**config.mk**
```make
export PLATFORM = sky130hd
export DESIGN_NAME = multi_byte_alu_ctrl_flat
export DESIGN_NICKNAME = d
export VERILOG_FILES = /design/src/rtl/alu_defs.sv /design/src/rtl/multi_byte_alu_ctrl_if.sv /design/src/rtl/multi_byte_alu_ctrl.sv /design/src/flat_wrapper.sv
export SDC_FILE = /design/constraint.sdc
export NUM_CORES = 1
export LEC_CHECK = 0
export BUFFER_PORTS_ARGS = -buffer_cell sky130_fd_sc_hd__buf_2
export CAP_MARGIN = 40
export CORE_MARGIN = 2
export CORE_UTILIZATION = 56
export CTS_CLUSTER_DIAMETER = 50
export CTS_CLUSTER_SIZE = 10
export DETAILED_ROUTE_END_ITERATION = 10
export PLACE_DENSITY = 0.95
export SETUP_SLACK_MARGIN = 0.2
export SYNTH_ARGS = -nofsm -noshare
export SYNTH_HDL_FRONTEND = slang
export SYNTH_SLANG_ARGS = --single-unit
```
**constraint.sdc**
```tcl
create_clock -name Clk -period 6.25 [get_ports Clk]
set_input_delay 0.3125 -clock Clk [delete_from_list [all_inputs] [get_ports Clk]]
set_output_delay 0.3125 -clock Clk [all_outputs]
set_load 0.1 [all_outputs]
```
**src/rtl/alu_defs.sv**
```systemverilog
// Shared definitions for the multi-byte ALU controller: ALU opcodes, commands, FSM states.
// Latency: n/a (declarations only).
// Backpressure: n/a.
package alu_defs;

    localparam logic [3:0] OP_ADD = 4'b0000;
    localparam logic [3:0] OP_SUB = 4'b0001;
    localparam logic [3:0] OP_EQL = 4'b1110;

    typedef enum logic [1:0] {
        CMD_ADD = 2'b00,
        CMD_SUB = 2'b01,
        CMD_EQL = 2'b10,
        CMD_RSV = 2'b11
    } cmd_e;

    typedef enum logic [1:0] {
        ST_IDLE = 2'b00,
        ST_RUN  = 2'b01,
        ST_DONE = 2'b10
    } state_e;

    // Map a wide-op command onto the byte-level ALU opcode.
    function automatic logic [3:0] cmd_to_op(input cmd_e c);
        case (c)
            CMD_SUB: cmd_to_op = OP_SUB;
            CMD_EQL: cmd_to_op = OP_EQL;
            default: cmd_to_op = OP_ADD;
        endcase
    endfunction

endpackage

```
**src/rtl/multi_byte_alu_ctrl_if.sv**
```systemverilog
// Bundle between datapath control, the multi-byte ALU controller and the shared 8-bit ALU.
// Latency: n/a (wires only).
// Backpressure: none; Start is only honoured while the controller is idle.
interface multi_byte_alu_ctrl_if #(
    parameter int NBYTES = 4
);
    // request side
    logic                  Start;
    logic [1:0]            Cmd;
    logic                  CarryIn;
    logic [8*NBYTES-1:0]   OperandA;
    logic [8*NBYTES-1:0]   OperandB;
    // response side
    logic                  Busy;
    logic                  Done;
    logic                  Error;
    logic [8*NBYTES-1:0]   Result;
    logic                  CarryOut;
    // byte ALU side
    logic [7:0]            AluA;
    logic [7:0]            AluB;
    logic [3:0]            AluOp;
    logic                  AluOvIn;
    logic [7:0]            AluOut;
    logic                  AluOvOut;

    // datapath control issuing wide operations
    modport master (
        output Start, Cmd, CarryIn, OperandA, OperandB,
        input  Busy, Done, Error, Result, CarryOut
    );

    // the controller: serves requests and drives the byte ALU
    modport slave (
        input  Start, Cmd, CarryIn, OperandA, OperandB,
        output Busy, Done, Error, Result, CarryOut,
        output AluA, AluB, AluOp, AluOvIn,
        input  AluOut, AluOvOut
    );

    // the combinational byte ALU
    modport alu (
        input  AluA, AluB, AluOp, AluOvIn,
        output AluOut, AluOvOut
    );
endinterface

```
**src/rtl/multi_byte_alu_ctrl.sv**
```systemverilog
// Runs NBYTES-wide ADD/SUB/EQL on a shared 8-bit ALU, one byte per cycle, LSB first.
// Latency: Done NBYTES+1 edges after the Start edge (reserved Cmd: 1 edge).
// Backpressure: Start ignored outside IDLE (no queuing); Busy high while bytes are processed.
module multi_byte_alu_ctrl
    import alu_defs::*;
#(
    parameter int NBYTES = 4
) (
    input logic                  Clk,
    input logic                  Reset,
    multi_byte_alu_ctrl_if.slave bus
);

    localparam int W  = 8 * NBYTES;
    localparam int IW = $clog2(NBYTES + 1);
    localparam logic [IW-1:0] LAST = IW'(NBYTES - 1);

    state_e          state_q, state_d;
    logic [IW-1:0]   idx_q, idx_d;
    logic [W-1:0]    a_q, a_d;
    logic [W-1:0]    b_q, b_d;
    logic [W-1:0]    result_q, result_d;
    cmd_e            cmd_q, cmd_d;
    logic            carry_q, carry_d;
    logic            eq_q, eq_d;
    logic            carry_out_q, carry_out_d;
    logic            error_q, error_d;

    cmd_e            cmd_in;
    logic [W-1:0]    a_shift;
    logic [W-1:0]    b_shift;

    // State and datapath registers; a reset anywhere (including mid-RUN) discards the operation.
    always_ff @(posedge Clk or posedge Reset) begin
        if (Reset) begin
            state_q     <= ST_IDLE;
            idx_q       <= '0;
            a_q         <= '0;
            b_q         <= '0;
            result_q    <= '0;
            cmd_q       <= CMD_ADD;
            carry_q     <= 1'b0;
            eq_q        <= 1'b0;
            carry_out_q <= 1'b0;
            error_q     <= 1'b0;
        end else begin
            state_q     <= state_d;
            idx_q       <= idx_d;
            a_q         <= a_d;
            b_q         <= b_d;
            result_q    <= result_d;
            cmd_q       <= cmd_d;
            carry_q     <= carry_d;
            eq_q        <= eq_d;
            carry_out_q <= carry_out_d;
            error_q     <= error_d;
        end
    end

    // Next-state, byte-select mux and per-byte capture of the ALU result.
    always_comb begin
        state_d     = state_q;
        idx_d       = idx_q;
        a_d         = a_q;
        b_d         = b_q;
        result_d    = result_q;
        cmd_d       = cmd_q;
        carry_d     = carry_q;
        eq_d        = eq_q;
        carry_out_d = carry_out_q;
        error_d     = error_q;

        cmd_in      = cmd_e'(bus.Cmd);
        a_shift     = a_q >> {idx_q, 3'b000};
        b_shift     = b_q >> {idx_q, 3'b000};

        bus.AluA    = 8'h00;
        bus.AluB    = 8'h00;
        bus.AluOp   = 4'b0000;
        bus.AluOvIn = 1'b0;

        case (state_q)
            ST_IDLE: begin
                if (bus.Start) begin
                    result_d    = '0;
                    carry_out_d = 1'b0;
                    if (cmd_in == CMD_RSV) begin
                        error_d = 1'b1;
                        state_d = ST_DONE;
                    end else begin
                        error_d = 1'b0;
                        a_d     = bus.OperandA;
                        b_d     = bus.OperandB;
                        cmd_d   = cmd_in;
                        // EQL never chains a carry, so the incoming one is dropped
                        carry_d = (cmd_in == CMD_EQL) ? 1'b0 : bus.CarryIn;
                        eq_d    = 1'b1;
                        idx_d   = '0;
                        state_d = ST_RUN;
                    end
                end
            end

            ST_RUN: begin
                bus.AluA    = a_shift[7:0];
                bus.AluB    = b_shift[7:0];
                bus.AluOp   = cmd_to_op(cmd_q);
                bus.AluOvIn = carry_q;

                if (cmd_q == CMD_EQL) begin
                    eq_d = eq_q & bus.AluOut[0];
                end else begin
                    for (int i = 0; i < NBYTES; i++) begin
                        if (idx_q == IW'(i)) begin
                            result_d[8*i +: 8] = bus.AluOut;
                        end
                    end
                    carry_d = bus.AluOvOut;
                end
                idx_d = idx_q + IW'(1);

                if (idx_q == LAST) begin
                    state_d = ST_DONE;
                    if (cmd_q == CMD_EQL) begin
                        result_d    = {{(W-1){1'b0}}, eq_q & bus.AluOut[0]};
                        carry_out_d = 1'b0;
                    end else begin
                        carry_out_d = bus.AluOvOut;
                    end
                end
            end

            ST_DONE: begin
                state_d = ST_IDLE;
            end

            default: begin
                state_d = ST_IDLE;
            end
        endcase
    end

    assign bus.Busy     = (state_q == ST_RUN);
    assign bus.Done     = (state_q == ST_DONE);
    assign bus.Error    = error_q;
    assign bus.Result   = result_q;
    assign bus.CarryOut = carry_out_q;

endmodule

```
**src/flat_wrapper.sv**
```systemverilog
// flat-port wrapper written by rule: the top's interface ports become plain ports
module multi_byte_alu_ctrl_flat import alu_defs::*;
#(
    parameter int NBYTES = 4
)
  (Clk, Reset, bus_Start, bus_Cmd, bus_CarryIn, bus_OperandA, bus_OperandB, bus_Busy, bus_Done, bus_Error, bus_Result, bus_CarryOut, bus_AluA, bus_AluB, bus_AluOp, bus_AluOvIn, bus_AluOut, bus_AluOvOut);
  multi_byte_alu_ctrl_if #(.NBYTES(NBYTES)) bus_i ();
  input logic Clk;
  input logic Reset;
  input wire logic [$bits(bus_i.Start)-1:0] bus_Start;
  input wire logic [$bits(bus_i.Cmd)-1:0] bus_Cmd;
  input wire logic [$bits(bus_i.CarryIn)-1:0] bus_CarryIn;
  input wire logic [$bits(bus_i.OperandA)-1:0] bus_OperandA;
  input wire logic [$bits(bus_i.OperandB)-1:0] bus_OperandB;
  output wire logic [$bits(bus_i.Busy)-1:0] bus_Busy;
  output wire logic [$bits(bus_i.Done)-1:0] bus_Done;
  output wire logic [$bits(bus_i.Error)-1:0] bus_Error;
  output wire logic [$bits(bus_i.Result)-1:0] bus_Result;
  output wire logic [$bits(bus_i.CarryOut)-1:0] bus_CarryOut;
  output wire logic [$bits(bus_i.AluA)-1:0] bus_AluA;
  output wire logic [$bits(bus_i.AluB)-1:0] bus_AluB;
  output wire logic [$bits(bus_i.AluOp)-1:0] bus_AluOp;
  output wire logic [$bits(bus_i.AluOvIn)-1:0] bus_AluOvIn;
  input wire logic [$bits(bus_i.AluOut)-1:0] bus_AluOut;
  input wire logic [$bits(bus_i.AluOvOut)-1:0] bus_AluOvOut;
  assign bus_i.Start = bus_Start;
  assign bus_i.Cmd = bus_Cmd;
  assign bus_i.CarryIn = bus_CarryIn;
  assign bus_i.OperandA = bus_OperandA;
  assign bus_i.OperandB = bus_OperandB;
  assign bus_Busy = bus_i.Busy;
  assign bus_Done = bus_i.Done;
  assign bus_Error = bus_i.Error;
  assign bus_Result = bus_i.Result;
  assign bus_CarryOut = bus_i.CarryOut;
  assign bus_AluA = bus_i.AluA;
  assign bus_AluB = bus_i.AluB;
  assign bus_AluOp = bus_i.AluOp;
  assign bus_AluOvIn = bus_i.AluOvIn;
  assign bus_i.AluOut = bus_AluOut;
  assign bus_i.AluOvOut = bus_AluOvOut;
  multi_byte_alu_ctrl #(.NBYTES(NBYTES)) u_core (.Clk(Clk), .Reset(Reset), .bus(bus_i));
endmodule
```
# Yosys cells after proc, flatten, opt, wreduce, memory -nomap -nowiden
# Cells that the tools add are included.
[totals] output_inout_bits=57 regBits=107 word_cells=75
[classes] eq_ne=14 add_sub_neg=1 n_shift=2 reduce_logical=11 n_bitwise=2 n_mux=35
[op_table] op="32-bit two-way mux" count=4
[op_table] op="32-bit case mux with 2 select lines" count=1
[op_table] op="32-bit by 6-bit >> shifter with 8-bit output" count=2
[op_table] op="8-bit two-way mux" count=6
[op_table] op="1-bit two-way mux" count=12
[op_table] op="3-bit AND reduction" count=3
[op_table] op="2-bit equality test (second input constant)" count=4
[op_table] op="4-bit case mux with 2 select lines" count=1
[op_table] op="4-bit AND reduction" count=2
[op_table] op="3-bit by 2-bit equality test with 1-bit output (second input constant)" count=2
[op_table] op="2-bit two-way mux" count=3
[op_table] op="3-bit two-way mux" count=2
[op_table] op="2-bit inequality test (second input constant)" count=3
[op_table] op="1-bit case mux with 2 select lines" count=3
[op_table] op="3-bit case mux with 2 select lines" count=1
[op_table] op="2-bit AND reduction" count=3
[op_table] op="2-bit by 1-bit equality test with 1-bit output (second input constant)" count=2
[op_table] op="4-bit two-way mux" count=1
[op_table] op="2-bit by 1-bit inequality test with 1-bit output (second input constant)" count=2
[op_table] op="2-bit case mux with 2 select lines" count=1
[op_table] op="3-bit by 1-bit adder with 3-bit output (second input constant)" count=1
[op_table] op="3-bit by 1-bit equality test with 1-bit output (second input constant)" count=1
[op_table] op="3-bit logical NOT" count=1
[op_table] op="2-bit logical NOT" count=1
[op_table] op="other kinds (3)" count=3

# Longest topological paths before layout
# Gate-level depths: netlist (run 1).
[depth] ltp_word=6 depth_mapped=8

# Worst setup path after synthesis (run 1)
# OpenSTA, ideal clock, no wires.
[synth_path] kind="register -> output" from="reg u_core.state_q[1]" to="out bus_AluOp[0]" setup_slack_ps=3093 required_time_ps=5938 t_arrival_ps=2844 stages_incl_launch_ff=4 cell_sequence="dfrtp_1 > inv_1 > nand2_1 > nor3b_1"
[synth_via] elab_chain_len=2
[synth_rtl] item="from (decl)" line_no="multi_byte_alu_ctrl.sv:18" source="state_e state_q, state_d;"
[synth_rtl] item="from (signal assigned)" line_no="multi_byte_alu_ctrl.sv:47" source="state_q <= state_d;"
[synth_rtl] item="2-bit by 1-bit equality test with 1-bit output" line_no="multi_byte_alu_ctrl.sv:82" source="case (state_q)"
[synth_rtl] item="4-bit two-way mux" line_no="multi_byte_alu_ctrl.sv:82"
[synth_rtl] item="to (decl)" line_no="flat_wrapper.sv:22" source="output wire logic [$bits(bus_i.AluOp)-1:0] bus_AluOp;"
# No other way between the ends.

# Final worst setup path (run 1)
[layout_path] from="reg u_core.state_q[1]" to="out bus_AluOp[1]"
# Same word-level chain as after synthesis.

==> impl_metrics.csv, run 1 <==
group,metric,value,unit
outcome,status,"finished, final reports clean",
synth,synth_ff_type,"dfrtp_1",
synth,yosys.area.top_type,"dfrtp_1",
synth,synth_top_cells_by_area,"dfrtp_1 (55%), mux2_2 (15%), mux4_2 (7.4%), mux2i_1 (4.7%), and3_1 (2.2%)",
cts,clockBufferDepth,2,
drt,ant_nets,0,
setup_path,r2r_start,"u_core.idx_q[1]",
drt,drtPass1Iterations,4,
setup_path,cp_max_fo,26,
flow_run,drv_cap,0,
hold_path,min_path_type,"input pin to register",
placement,port_buffers,135,
cts,cts_buffers,9,
grt,met2_usage,0.399,
die,die_area,9420,µm²
grt,grt_pass1_vias,3496,
synth,synth_seq_cells,107,
setup_path,crit_path_start,"u_core.state_q[1]",
die,dieHeight,97.0,µm
die,start_util,0.584,
synth,yosysWarnings,0,
cts,clkSinkCount,107,
synth,syn_area,4850,µm²
die,core,8300,µm²
cts,clk_pin_slew_worst_paths,0.10,ns
cts,post_cts_buffers,0,
drt,wl_per_cell,17.7,µm
setup_path,endpoint,"bus_AluOp[1]",
die,rows,33,
setup_path,startpoint_type,"register",
setup_path,end_kind,"output pin",
layout,num-nets-final,560,
cts,tritoncts,"built",
setup_path,critPathKind,"register to output pin",
setup_path,worstPathRequired,5.94,ns
drt,wirelength,10.3,mm
die,die_w,97.0,µm
timing,relSlewSlack,0.414,
grt,grt_pass1_wl,17.3,mm
layout,utilization,0.696,
timing,grt_setup_unrepaired,"no",
drt,via_count,3279,
grt,grt_max_degree,70,
setup_path,r2r-end,"u_core.bus.Result[13]",
synth,synth.distinct_cells,39,
synth,ys_seq_area_frac,0.552,
setup_path,reg2reg_setup_slack,3.82,ns
setup_path,cp.arrival,2.52,ns
timing,skew,0.0102,ns
grt,met1_usage,0.282,
synth,yosys.area.top_type_share,0.552,
cts,insertion_delay,0.37,ns
cts,htreeDepth,3,
cts,clock-root-buffer,"clkbuf_8",
layout,area_growth,19.1,%
timing,fmaxAchievable,354,MHz
synth,syn-instance-count,346,
timing,period_share,0.452,
timing,timing.final.ws_setup,3.42,ns
placement,dp_slack,3.82,ns
drt,drc,0,
layout,n_fill_cell,579,
layout,final_cell_mix,"buf_2 (135), dfrtp_1 (107), mux2_2 (64)",
timing,setup_violations,0,
timing,worst_pin_slew,0.879,ns
synth,synth-edff-count,0,
placement,globalplace.congestion,0.820,
synth,async_flop_share,1.00,
grt,grt_usage,0.230,
placement,hpwl,7.52,mm
layout,drive_gt1_frac,0.530,
timing,fin_crit,2.83,ns
grt,antenna_found_initial,0,
drt,viasPerCell,5.60,
timing,slew_viol_final,0,
grt,overflow,0,
grt,grt-busiest-layer,"met2",
synth,syn-num-nets,430,
setup_path,r2r_cells,6,
drt,drtIter0Drc,113,
timing,finalHoldViolCount,0,
die,pin_count,136,
layout,insertedDiodeCount,0,
synth,syn_avg_cell_area,14.0,µm²
timing,tns,0,ns
layout,final_common_cell,"buf_2",
grt,use_met3,0.0549,
layer usage:
| layer | vias up | share of wire |
|---|---|---|
| li1 | 1500 | - |
| met1 | 1627 | 0.40 |
| met2 | 130 | 0.51 |
| met3 | 22 | 0.065 |
| met4 | 0 | 0.025 |
| met5 | - | 0 |
final cells by class:
type / count / area (µm²) / share of cell area
well taps: 105 / 131 / 0.0228
inverters: 9 / 36.3 / 0.00629
multi-input cells: 207 / 1990 / 0.345
clock buffers: 10 / 128 / 0.0221
clock inverters: 6 / 48.8 / 0.00845
repair buffers: 142 / 758 / 0.131
flip-flops and latches: 107 / 2680 / 0.464
cell usage after synthesis (2+ instances only):
cell type and n:
ha_1 5, buf_4 6, o21ai_0 7, mux2i_1 23, mux2_2 64, a22o_1 9
nand3_1 3, nand2_1 13, dfrtp_1 107, nor2_2 8, and3_1 17, a21oi_1 2
nor4b_1 2, buf_2 6, mux4_2 16, nor2_1 19, clkbuf_1 4, buf_6 6
inv_1 9
flip-flops by register name (all words and copies together), names as in the netlist:
| signal | flops |
|---|---|
| u_core.a_q | 32 |
| u_core.bus.Error | 1 |
| u_core.eq_q | 1 |
| u_core.idx_q | 3 |
| u_core.bus.Result | 32 |
| u_core.carry_q | 1 |
| u_core.state_q | 2 |
| u_core.bus.CarryOut | 1 |
| u_core.b_q | 32 |
| u_core.cmd_q | 2 |
kinds of logic after synthesis:
kind of cell / count (synthesis) / synth area share
flops: 107 / 0.552
buf+inv: 32 / 0.0403
fa+ha+maj: 5 / 0.0129
simple gates: 72 / 0.0823
compound gates: 27 / 0.0416
mux: 103 / 0.271
per-stage QoR:
step           area [µm²]  hold WS [ns]  cells
6_report             5770         0.169    586
5_1_grt              5770         0.154    586
4_1_cts              5770         0.160    586
3_5_place_dp         5590         0.373    569
3_3_place_gp         5530         0.361    565
2_1_floorplan        4850         0.445    346
worst min-delay path by stage:
stage	from	end	cells after the start
after floorplan	bus_AluOut[6]	u_core.bus.Result[30]	1
after global placement	Reset	u_core.b_q[9]	2
after detailed placement	Reset	u_core.b_q[11]	2
after CTS	bus_OperandA[24]	u_core.a_q[24]	2
after global routing	bus_OperandA[17]	u_core.a_q[17]	2
final	bus_OperandA[28]	u_core.a_q[28]	2
worst max-delay path, stage by stage (launching register included):
cell	delay [ns]
dfrtp_1	0.47
inv_1	0.16
nand2_1	0.14
inv_1	0.58
nand2_1	0.21
inv_1	0.15
buf_2	0.45
timing repair:
item	4_1_cts	5_1_grt
hold buffers	1	0
endpoints found under the hold margin	38	0
gates resized for setup	0	0
Power of run 1 is not shown: default switching activity piles up to over one toggle a cycle in this logic, so the estimate is an artifact.
==> run 2: changes to the inputs <==
- CORE_UTILIZATION: 56 -> 47
- PLACE_DENSITY: 0.95 -> 0.88
- clock period: 6.25 -> 2.4 ns (I/O delays scaled with it)
==> impl_metrics.csv, run 2 (synthesis gave the netlist of run 1 again) <==
group,metric,value,unit
outcome,status,"finished, final reports clean",
grt,grt_max_degree,68,
timing,worst_pin_slew,0.719,ns
setup_path,critPathKind,"register to output pin",
timing,tns,0,ns
die,dieHeight,106,µm
timing,slew_viol_final,0,
drt,ant_nets,0,
setup_path,cp_max_fo,15,
timing,fin_crit,2.12,ns
die,rows,37,
setup_path,worstPathRequired,2.28,ns
cts,htreeDepth,3,
die,die_area,11100,µm²
layout,num-nets-final,635,
drt,wl_per_cell,17.3,µm
cts,post_cts_buffers,0,
layout,instances_no_fill,692,
drt,drtPass1Iterations,4,
flow_run,drv_cap,0,
cts,insertion_delay,0.37,ns
layout,insertedDiodeCount,0,
setup_path,cp.arrival,2.00,ns
timing,finalHoldViolCount,0,
layout,n_fill_cell,735,
cts,clk_pin_slew_worst_paths,0.11,ns
grt,grt_pass1_wl,19.2,mm
hold_path,min_path_type,"input pin to register",
cts,clockBufferDepth,2,
layout,final_cell_mix,"buf_2 (115), dfrtp_1 (107), dlygate4sd3_1 (66)",
die,pin_count,136,
drt,drtIter0Drc,180,
die,core,10200,µm²
placement,port_buffers,135,
setup_path,startpoint_type,"register",
layout,drive_gt1_frac,0.493,
timing,fmaxAchievable,473,MHz
setup_path,end_kind,"output pin",
drt,wirelength,12.0,mm
grt,overflow,0,
timing,skew,0.00743,ns
placement,placed_cells,610,
cts,tritoncts,"built",
die,die_w,106,µm
timing,period_share,0.882,
grt,grt_usage,0.220,
drt,drc,0,
placement,hpwl,7.73,mm
grt,antenna_found_initial,0,
grt,grt_pass1_vias,3845,
placement,globalplace.congestion,0.795,
drt,viasPerCell,5.18,
cts,cts_buffers,9,
timing,grt_setup_unrepaired,"no",
die,start_util,0.476,
cts,clock-root-buffer,"clkbuf_8",
layout,area_growth,37.1,%
timing,relSlewSlack,0.519,
timing,setup_violations,0,
layout,final_common_cell,"buf_2",
drt,via_count,3583,
cts,clkSinkCount,107,
[run 2: cell count changes in the layout (fill, tap and decap cells not counted), moves of 2 or more]
cell,previous run,this run
dlygate4sd3_1,1,66
clkinv_2,1,3
and3_1,17,12
buf_12,0,6
buf_4,4,14
buf_2,135,115
clkbuf_4,0,16
and3_2,0,5
[run 2: path summary, 6_finish.rpt]
kind / startpoint / to / slack (ns) / cells past startpoint
min: bus_AluOut[2] / u_core.bus.Result[26] / 0.03 / 2
max reg2reg: u_core.cmd_q[1] / u_core.bus.Result[21] / 0.57 / 6
min reg2reg: u_core.bus.CarryOut / u_core.bus.CarryOut / 0.50 / 2
max in group asynchronous: Reset / u_core.b_q[16] / 1.18 / 4
max: u_core.state_q[1] / bus_AluA[7] / 0.28 / 6
min in group asynchronous: Reset / u_core.cmd_q[1] / 0.42 / 3
[run 2: layout make-up]
| class | instances | area (µm²) | share of cell area |
|---|---|---|---|
| flip-flops and latches | 107 | 2680 | 0.403 |
| multi-input cells | 207 | 2010 | 0.302 |
| repair buffers | 217 | 1580 | 0.238 |
| well taps | 136 | 170 | 0.0256 |
| clock buffers | 9 | 124 | 0.0186 |
| clock inverters | 7 | 51.3 | 0.00772 |
| inverters | 9 | 37.5 | 0.00565 |
[run 2: routing by layer]
layer,global-route usage,part of all wire,vias up
li1,-,-,1642
met1,0.272,0.42,1798
met2,0.384,0.51,117
met3,0.0439,0.046,26
met4,0.0818,0.023,0
met5,0,0,-
[run 2: what timing repair did]
| item | 4_1_cts | 5_1_grt |
|---|---|---|
| hold endpoints to repair | 96 | 1 |
| endpoints found under the setup margin | 0 | 19 |
| resized for setup | 0 | 17 |
| hold buffers | 65 | 1 |
[run 2: per-stage QoR]
stage	hold WS, ns	setup slack, ns	util	cell area [µm²]
global placement	0.269	0.647	0.567	5770
detailed placement	0.281	0.588	0.567	5770
finish	0.0299	0.284	0.653	6650
global route	0.0135	0.206	0.653	6650
CTS	0.00404	0.201	0.648	6600
floorplan	0.253	0.345	-	4860
[run 2: worst max-delay path: stages, from the launching register on]
cell and delay (ns):
dfrtp_1 0.46, inv_1 0.15, nand2_1 0.14, inv_1 0.10
buf_4 0.21, and3_1 0.22, clkbuf_4 0.34
Power of run 2 is left out for the same reason.
